File: src/rtl/pipeline_pkg.sv
// Shared types and constants for the pipeline hazard/sequencing control slice.
// Latency: n/a (types and constants only).
// Backpressure: n/a.
package pipeline_pkg;

   typedef enum logic [1:0] {
      RUN   = 2'd0,
      FLUSH = 2'd1,
      HALT  = 2'd2
   } hz_state_t;

   localparam int                   REG_IDX_W = 5;
   localparam logic [REG_IDX_W-1:0] REG_ZERO  = 5'd0;

   // Enable/flush bundle for PC, fetch register and fetch/execute register.
   typedef struct packed {
      logic pc_en;
      logic fd_en;
      logic fd_flush;
      logic fe_en;
      logic fe_flush;
   } pipe_ctrl_t;

   // Normal advance of every stage.
   localparam pipe_ctrl_t CTRL_RUN      = '{pc_en: 1'b1, fd_en: 1'b1, fd_flush: 1'b0, fe_en: 1'b1, fe_flush: 1'b0};
   // Whole pipe frozen, nothing moves and nothing is squashed.
   localparam pipe_ctrl_t CTRL_FREEZE   = '{pc_en: 1'b0, fd_en: 1'b0, fd_flush: 1'b0, fe_en: 1'b0, fe_flush: 1'b0};
   // PC moves to the new target while both younger stages load NOP/bubble.
   localparam pipe_ctrl_t CTRL_REDIRECT = '{pc_en: 1'b1, fd_en: 1'b1, fd_flush: 1'b1, fe_en: 1'b1, fe_flush: 1'b1};
   // Front end holds, fetch/execute register takes a bubble (all control bits 0).
   localparam pipe_ctrl_t CTRL_BUBBLE   = '{pc_en: 1'b0, fd_en: 1'b0, fd_flush: 1'b0, fe_en: 1'b1, fe_flush: 1'b1};
   // Value driven while reset is asserted.
   localparam pipe_ctrl_t CTRL_RESET    = '{pc_en: 1'b0, fd_en: 1'b0, fd_flush: 1'b1, fe_en: 1'b0, fe_flush: 1'b1};

   // True when a source operand is actually read and names the given register.
   function automatic logic reg_match(input logic                 uses,
                                      input logic [REG_IDX_W-1:0] src,
                                      input logic [REG_IDX_W-1:0] dst);
      return uses & (src == dst);
   endfunction

endpackage

File: src/rtl/hazard_ctrl_if.sv
// Decode/execute status in, stage enables/flushes and debug counter out.
// Latency: wires only.
// Backpressure: n/a; mem_busy is carried as a plain freeze request.
interface hazard_ctrl_if #(
   parameter int STALL_CNT_W = 16
);
   import pipeline_pkg::*;

   logic [REG_IDX_W-1:0]   id_read_reg1;
   logic [REG_IDX_W-1:0]   id_read_reg2;
   logic                   id_uses_rs1;
   logic                   id_uses_rs2;
   logic                   id_hlt;
   logic [REG_IDX_W-1:0]   ex_write_reg;
   logic                   ex_reg_write;
   logic                   ex_mem_reg;
   logic                   ex_redirect;
   logic                   mem_busy;
   logic                   pc_en;
   logic                   fd_en;
   logic                   fd_flush;
   logic                   fe_en;
   logic                   fe_flush;
   logic                   halted;
   logic [STALL_CNT_W-1:0] stall_count;

   // Pipeline side: reports stage contents, obeys the controls.
   modport master (
      output id_read_reg1, id_read_reg2, id_uses_rs1, id_uses_rs2, id_hlt,
             ex_write_reg, ex_reg_write, ex_mem_reg, ex_redirect, mem_busy,
      input  pc_en, fd_en, fd_flush, fe_en, fe_flush, halted, stall_count
   );

   // Controller side.
   modport slave (
      input  id_read_reg1, id_read_reg2, id_uses_rs1, id_uses_rs2, id_hlt,
             ex_write_reg, ex_reg_write, ex_mem_reg, ex_redirect, mem_busy,
      output pc_en, fd_en, fd_flush, fe_en, fe_flush, halted, stall_count
   );

endinterface

File: src/rtl/sat_counter.sv
// Saturating up-counter with async active-low clear.
// Latency: count reflects an increment one clock after inc.
// Backpressure: none; increments past all-ones are dropped.
module sat_counter #(
   parameter int W = 16
) (
   input  logic         clk,
   input  logic         rst_n,
   input  logic         inc,
   output logic [W-1:0] count
);

   // Count up on request, stick at all-ones instead of wrapping.
   always_ff @(posedge clk or negedge rst_n) begin
      if (!rst_n) begin
         count <= '0;
      end else if (inc && (count != '1)) begin
         count <= count + W'(1);
      end
   end

endmodule

File: src/rtl/hazard_ctrl.sv
// Pipeline sequencer: load-use stall, redirect flush, memory freeze, hlt freeze.
// Latency: controls are combinational from state and current inputs (zero cycles).
// Backpressure: mem_busy freezes all stages (except in HALT, which only drains).
module hazard_ctrl
   import pipeline_pkg::*;
#(
   parameter int FLUSH_CYCLES = 1,
   parameter int STALL_CNT_W  = 16
) (
   input  logic        clk,
   input  logic        rst_n,
   hazard_ctrl_if.slave bus
);

   // Redirect itself supplies the first bubble; the counter covers the rest.
   localparam logic [3:0] FLUSH_RELOAD = 4'(FLUSH_CYCLES - 1);

   hz_state_t  state, state_nxt;
   logic [3:0] fcnt, fcnt_nxt;
   pipe_ctrl_t ctrl;
   logic       halted_c;
   logic       load_use;
   logic       stall_inc;

   // A load in execute targets a register the decode instruction reads; r0 never hazards.
   assign load_use = bus.ex_mem_reg & bus.ex_reg_write & (bus.ex_write_reg != REG_ZERO) &
                     (reg_match(bus.id_uses_rs1, bus.id_read_reg1, bus.ex_write_reg) |
                      reg_match(bus.id_uses_rs2, bus.id_read_reg2, bus.ex_write_reg));

   // State and remaining-bubble counter.
   always_ff @(posedge clk or negedge rst_n) begin
      if (!rst_n) begin
         state <= RUN;
         fcnt  <= '0;
      end else begin
         state <= state_nxt;
         fcnt  <= fcnt_nxt;
      end
   end

   // Next state and stage controls; redirect beats hlt/load-use since decode is wrong-path.
   always_comb begin
      state_nxt = state;
      fcnt_nxt  = fcnt;
      ctrl      = CTRL_RUN;
      halted_c  = 1'b0;
      if (!rst_n) begin
         ctrl = CTRL_RESET;
      end else begin
         case (state)
            RUN: begin
               if (bus.mem_busy) begin
                  ctrl = CTRL_FREEZE;
               end else if (bus.ex_redirect) begin
                  ctrl = CTRL_REDIRECT;
                  if (FLUSH_CYCLES > 1) begin
                     state_nxt = FLUSH;
                     fcnt_nxt  = FLUSH_RELOAD;
                  end
               end else if (bus.id_hlt) begin
                  ctrl      = CTRL_BUBBLE;
                  state_nxt = HALT;
               end else if (load_use) begin
                  ctrl = CTRL_BUBBLE;
               end
            end
            FLUSH: begin
               if (bus.mem_busy) begin
                  ctrl = CTRL_FREEZE;
               end else begin
                  ctrl = CTRL_REDIRECT;
                  if (bus.ex_redirect) begin
                     fcnt_nxt = FLUSH_RELOAD;
                  end else if (fcnt <= 4'd1) begin
                     state_nxt = RUN;
                     fcnt_nxt  = '0;
                  end else begin
                     fcnt_nxt = fcnt - 4'd1;
                  end
               end
            end
            HALT: begin
               ctrl     = CTRL_BUBBLE;
               halted_c = 1'b1;
            end
            default: begin
               state_nxt = RUN;
               fcnt_nxt  = '0;
            end
         endcase
      end
   end

   // Any RUN/FLUSH cycle where the PC does not advance is a stall.
   assign stall_inc = rst_n & (state != HALT) & ~ctrl.pc_en;

   sat_counter #(.W(STALL_CNT_W)) u_stall_cnt (
      .clk   (clk),
      .rst_n (rst_n),
      .inc   (stall_inc),
      .count (bus.stall_count)
   );

   assign bus.pc_en    = ctrl.pc_en;
   assign bus.fd_en    = ctrl.fd_en;
   assign bus.fd_flush = ctrl.fd_flush;
   assign bus.fe_en    = ctrl.fe_en;
   assign bus.fe_flush = ctrl.fe_flush;
   assign bus.halted   = halted_c;

endmodule

File: src/flat_wrapper.sv
// flat-port wrapper written by rule: the top's interface ports become plain ports
module hazard_ctrl_flat import pipeline_pkg::*;
#(
   parameter int FLUSH_CYCLES = 1,
   parameter int STALL_CNT_W  = 16
)
  (clk, rst_n, bus_id_read_reg1, bus_id_read_reg2, bus_id_uses_rs1, bus_id_uses_rs2, bus_id_hlt, bus_ex_write_reg, bus_ex_reg_write, bus_ex_mem_reg, bus_ex_redirect, bus_mem_busy, bus_pc_en, bus_fd_en, bus_fd_flush, bus_fe_en, bus_fe_flush, bus_halted, bus_stall_count);
  hazard_ctrl_if #(.STALL_CNT_W(STALL_CNT_W)) bus_i ();
  input  logic clk;
  input  logic rst_n;
  input wire logic [$bits(bus_i.id_read_reg1)-1:0] bus_id_read_reg1;
  input wire logic [$bits(bus_i.id_read_reg2)-1:0] bus_id_read_reg2;
  input wire logic [$bits(bus_i.id_uses_rs1)-1:0] bus_id_uses_rs1;
  input wire logic [$bits(bus_i.id_uses_rs2)-1:0] bus_id_uses_rs2;
  input wire logic [$bits(bus_i.id_hlt)-1:0] bus_id_hlt;
  input wire logic [$bits(bus_i.ex_write_reg)-1:0] bus_ex_write_reg;
  input wire logic [$bits(bus_i.ex_reg_write)-1:0] bus_ex_reg_write;
  input wire logic [$bits(bus_i.ex_mem_reg)-1:0] bus_ex_mem_reg;
  input wire logic [$bits(bus_i.ex_redirect)-1:0] bus_ex_redirect;
  input wire logic [$bits(bus_i.mem_busy)-1:0] bus_mem_busy;
  output wire logic [$bits(bus_i.pc_en)-1:0] bus_pc_en;
  output wire logic [$bits(bus_i.fd_en)-1:0] bus_fd_en;
  output wire logic [$bits(bus_i.fd_flush)-1:0] bus_fd_flush;
  output wire logic [$bits(bus_i.fe_en)-1:0] bus_fe_en;
  output wire logic [$bits(bus_i.fe_flush)-1:0] bus_fe_flush;
  output wire logic [$bits(bus_i.halted)-1:0] bus_halted;
  output wire logic [$bits(bus_i.stall_count)-1:0] bus_stall_count;
  assign bus_i.id_read_reg1 = bus_id_read_reg1;
  assign bus_i.id_read_reg2 = bus_id_read_reg2;
  assign bus_i.id_uses_rs1 = bus_id_uses_rs1;
  assign bus_i.id_uses_rs2 = bus_id_uses_rs2;
  assign bus_i.id_hlt = bus_id_hlt;
  assign bus_i.ex_write_reg = bus_ex_write_reg;
  assign bus_i.ex_reg_write = bus_ex_reg_write;
  assign bus_i.ex_mem_reg = bus_ex_mem_reg;
  assign bus_i.ex_redirect = bus_ex_redirect;
  assign bus_i.mem_busy = bus_mem_busy;
  assign bus_pc_en = bus_i.pc_en;
  assign bus_fd_en = bus_i.fd_en;
  assign bus_fd_flush = bus_i.fd_flush;
  assign bus_fe_en = bus_i.fe_en;
  assign bus_fe_flush = bus_i.fe_flush;
  assign bus_halted = bus_i.halted;
  assign bus_stall_count = bus_i.stall_count;
  hazard_ctrl #(.FLUSH_CYCLES(FLUSH_CYCLES), .STALL_CNT_W(STALL_CNT_W)) u_core (.clk(clk), .rst_n(rst_n), .bus(bus_i));
endmodule
File: config.mk
export PLATFORM = sky130hd
export DESIGN_NAME = hazard_ctrl_flat
export DESIGN_NICKNAME = d
export VERILOG_FILES = /design/src/rtl/pipeline_pkg.sv /design/src/rtl/hazard_ctrl_if.sv /design/src/rtl/sat_counter.sv /design/src/rtl/hazard_ctrl.sv /design/src/flat_wrapper.sv
export SDC_FILE = /design/constraint.sdc
export NUM_CORES = 1
export LEC_CHECK = 0
export ABC_AREA = 1
export CORE_MARGIN = 2
export CORE_UTILIZATION = 35
export CTS_BUF_LIST = sky130_fd_sc_hd__clkbuf_16
export DETAILED_ROUTE_END_ITERATION = 8
export MAX_ROUTING_LAYER = met4
export RECOVER_POWER = 25
export SETUP_SLACK_MARGIN = 0.02
export SYNTH_ARGS = -nofsm -noshare
export SYNTH_HDL_FRONTEND = slang
export SYNTH_HIERARCHICAL = 1
export SYNTH_SLANG_ARGS = --single-unit
File: constraint.sdc
create_clock -name clk -period 2.5 [get_ports clk]
set_input_delay 0.375 -clock clk [delete_from_list [all_inputs] [get_ports clk]]
set_output_delay 0.375 -clock clk [all_outputs]
set_load 0.1 [all_outputs]
==> metrics.csv <==
stage;metric;value;unit
status;run_status;complete, no violations;
worst_hold_path;min_path_cells;2;
logic_synthesis;synth_top_family_by_area;simple AND/OR/NAND/NOR gates;
placement;placed_area;1938;sq um
logic_synthesis;synthXorXnorAreaFrac;3.723;%
cts;postCtsSetupBuffers;0;
die;die_y;67.50;um
cts;cts-root-buf;clkbuf_16;
placement;dp.cells;322;
logic_synthesis;synth_cell_types;22;
worst_setup_path;r2r-end;u_core/u_stall_cnt/count[7];
sta;timing.hold.ws;557.7;ps
global_routing;grt_pass1_wl;5940;um
logic_synthesis;yosysWarnings;6;
power_and_ir_drop;p_clk_share;21.7;%
cts;holdBufCountCts;0;
logic_synthesis;muxShareOfSynthArea;0;%
logic_synthesis;netlist_top_cells_area;dfrtp_1 (30%), nand2_1 (26%), inv_1 (7.7%);
power_and_ir_drop;seqPwrFrac;27.2;%
logic_synthesis;ys_seq_area_share;30.14;%
worst_hold_path;hold_path.class;register to register;
placement;hpwlAfterDp;2740;um
sta;report.final.slew_viol_count;0;
worst_setup_path;cp-end-kind;output port;
cts;clk_pin_slew;50;ps
global_routing;grt_pass1_vias;1337;
worst_setup_path;r2r_start;u_core/u_stall_cnt/count[0];
placement;dpl_worst_slack;81.58;ps
sta;tightest_slew;378.2;ps
final_layout;nets;302;
sta;max_freq;443.5;MHz
logic_synthesis;synth_area_per_cell;6.190;sq um
cts;ctsResizeCount;0;
global_routing;antenna_found_initial;0;
detailed_routing;drc;0;
power_and_ir_drop;ir_worst_vdd;0.0005823;V
die;die_w;67.50;um
die;io_pins;46;
power_and_ir_drop;p_int;738.2;uW
worst_setup_path;arrival;1880;ps
detailed_routing;drt_iter0_drc;97;
final_layout;postLayoutCellArea;2018;sq um
global_routing;grt_max_degree;20;
sta;period_share;90.19;%
sta;min_period;2255;ps
sta;slew_headroom;74.69;%
die;design.die.area;4556;sq um
final_layout;layout.cells.non_filler;326;
detailed_routing;via_per_inst;4.549;
cts;h-tree-depth;1;
cts;clock_latency;250;ps
detailed_routing;firstDrtPassIters;6;
logic_synthesis;synth-simple-area-share;48.05;%
worst_hold_path;worstHoldEndpoint;u_core/u_stall_cnt/count[1];
global_routing;gr-total-overflow;0;
sta;fin_ws;245.3;ps
die;core_area;3943;sq um
power_and_ir_drop;power.share.switching;51.66;%
final_layout;syn2layout_area_growth;43.00;%
cts;cts_tree;built;
worst_setup_path;start_kind;input pin;
logic_synthesis;synth.net_count;253;
detailed_routing;post_drt_wl_per_cell;10.79;um
logic_synthesis;synthesis.area;1411;sq um
worst_hold_path;hold_start;u_core/u_stall_cnt/count[1];
placement;port-buffer-count;45;
logic_synthesis;synth_compound_area_share;6.294;%
logic_synthesis;synth_top_cell_area_share;30.14;%
detailed_routing;drt-total-wl;3518;um
detailed_routing;final_antenna_net_count;0;
worst_setup_path;required;2120;ps
placement;gp_congestion;0.8850;
final_layout;fin_util;51.19;%
cts;cts_sinks;17;
sta;skew;1.323;ps
power_and_ir_drop;leakagePower;0.0009937;uW
logic_synthesis;yosys.area.top_type;dfrtp_1;
power_and_ir_drop;switching_power;788.9;uW
die;placementRows;23;
run;drv_cap;0;
final_layout;antenna_cells;0;
cts;numCtsBuffers;3;
logic_synthesis;yosys_register_bits;17;
global_routing;track_usage;17.72;%
power_and_ir_drop;power_density;756.7;nW/um^2
logic_synthesis;synth-adder-area-share;0.8865;%
worst_setup_path;critPathKind;input pin to output port;
worst_setup_path;r2r_slack;840;ps
worst_setup_path;cp-startpoint;bus_ex_write_reg[1];
final_layout;fill_cells;379;
cts;clockBufferDepth;2;
final_layout;drive_gt1_share;18.84;%
sta;rsz0062_at_grt;no;
worst_setup_path;reg2reg_depth;7;
power_and_ir_drop;pwr-share-comb;51.1;%
die;initial_core_util;35.80;%
detailed_routing;via_count;1483;
worst_setup_path;crit_fanout;4;
sta;final_hold_viol_count;0;
logic_synthesis;syn_inst;228;
sta;finalSetupViolCount;0;
## stage by stage
| step | power (uW) | TNS, ps |
|---|---|---|
| floorplan | 995.2 | -59.04 |
| global placement | 1200 | 0 |
| detailed placement | 1202 | 0 |
| CTS | 1544 | 0 |
| global route | 1603 | 0 |
| finish | 1527 | 0 |
## state kept, by name, summed over array words and instances (netlist names)
register                  count
u_core/u_stall_cnt/count     16
u_core/state                  1
## worst max-delay path by stage
stage / end / slack, ps / cells after the start
global route: bus_fe_flush / 130 / 12
CTS: bus_pc_en / 240 / 10
detailed placement: u_core/u_stall_cnt/count[7] / 80 / 14
finish: bus_fe_flush / 250 / 12
floorplan: bus_pc_en / -60 / 10
global placement: u_core/u_stall_cnt/count[9] / 120 / 14
## cell type report
class / count / area [sq um] / area share (%)
Clock buffer: 3 / 75.07 / 3.720
Clock inverter: 1 / 5.005 / 0.2480
Inverter: 33 / 123.9 / 6.138
Multi-Input combinational cell: 175 / 840.8 / 41.66
Sequential cell: 17 / 425.4 / 21.08
Tap cell: 50 / 62.56 / 3.100
Timing Repair Buffer: 47 / 485.5 / 24.05
## critical path, cell delays in order
cell and delay, ps:
clkdlybuf4s50_1 560, inv_2 50, nand2_1 50, nand2_1 50
nor2_1 120, nand3_1 90, nand2_1 80, nand2_1 60
nand2_2 80, o21ai_0 80, nand2_1 110, buf_12 180
## synth_stat cells
cell type  count
xnor2_1        5
inv_2          4
buf_6          2
xor2_1         1
nand4_1        6
ha_1           1
nor2_4         4
buf_4          1
o21ai_2        2
nand3_1       10
nand4_4        1
nor2_1        24
nand2_2        6
nand2_1       99
a21oi_2        1
a21boi_0       1
nor2_2         4
inv_1         29
o31ai_1        1
dfrtp_1       17
o21bai_1       1
o21ai_0        8
## cells by family (layout without fill, tap and decap cells)
logic type / Yosys count / after routing
compound gates: 14 / 14
xor+xnor: 6 / 6
fa+ha+maj: 1 / 1
buf+inv: 36 / 84
flops: 17 / 17
simple gates: 154 / 154
## power by group through the flow
stage	Clock [uW]	Combinational [uW]	Sequential (uW)
detailed placement	0	782	420
CTS	344	784	416
finish	332	780	416
floorplan	0	204	791
global route	354	823	425
global placement	0	780	420
## cells in the final DEF, fill, tap and decap left out
cell,instances
o21ai_0,8
nand2_1,99
ha_1,1
clkinv_2,1
inv_1,29
nor2_4,4
nand3_1,10
inv_2,4
clkdlybuf4s50_1,22
nand4_4,1
clkbuf_16,3
buf_12,6
nand2_2,6
buf_4,18
o21ai_2,2
nor2_1,24
xnor2_1,5
a21boi_2,1
a21oi_2,1
dlygate4sd3_1,1
dfrtp_1,17
nor2_2,4
xor2_1,1
o21bai_1,1
o31ai_2,1
nand4_1,6
## routing by layer
layer	vias up	wire, um	track usage [%]
met5	-	0	-
met4	0	38	4.592
met3	6	141	3.500
met2	32	1591	28.55
met1	657	1747	22.70
li1	788	-	-
Power figures use the tool's default switching activity.
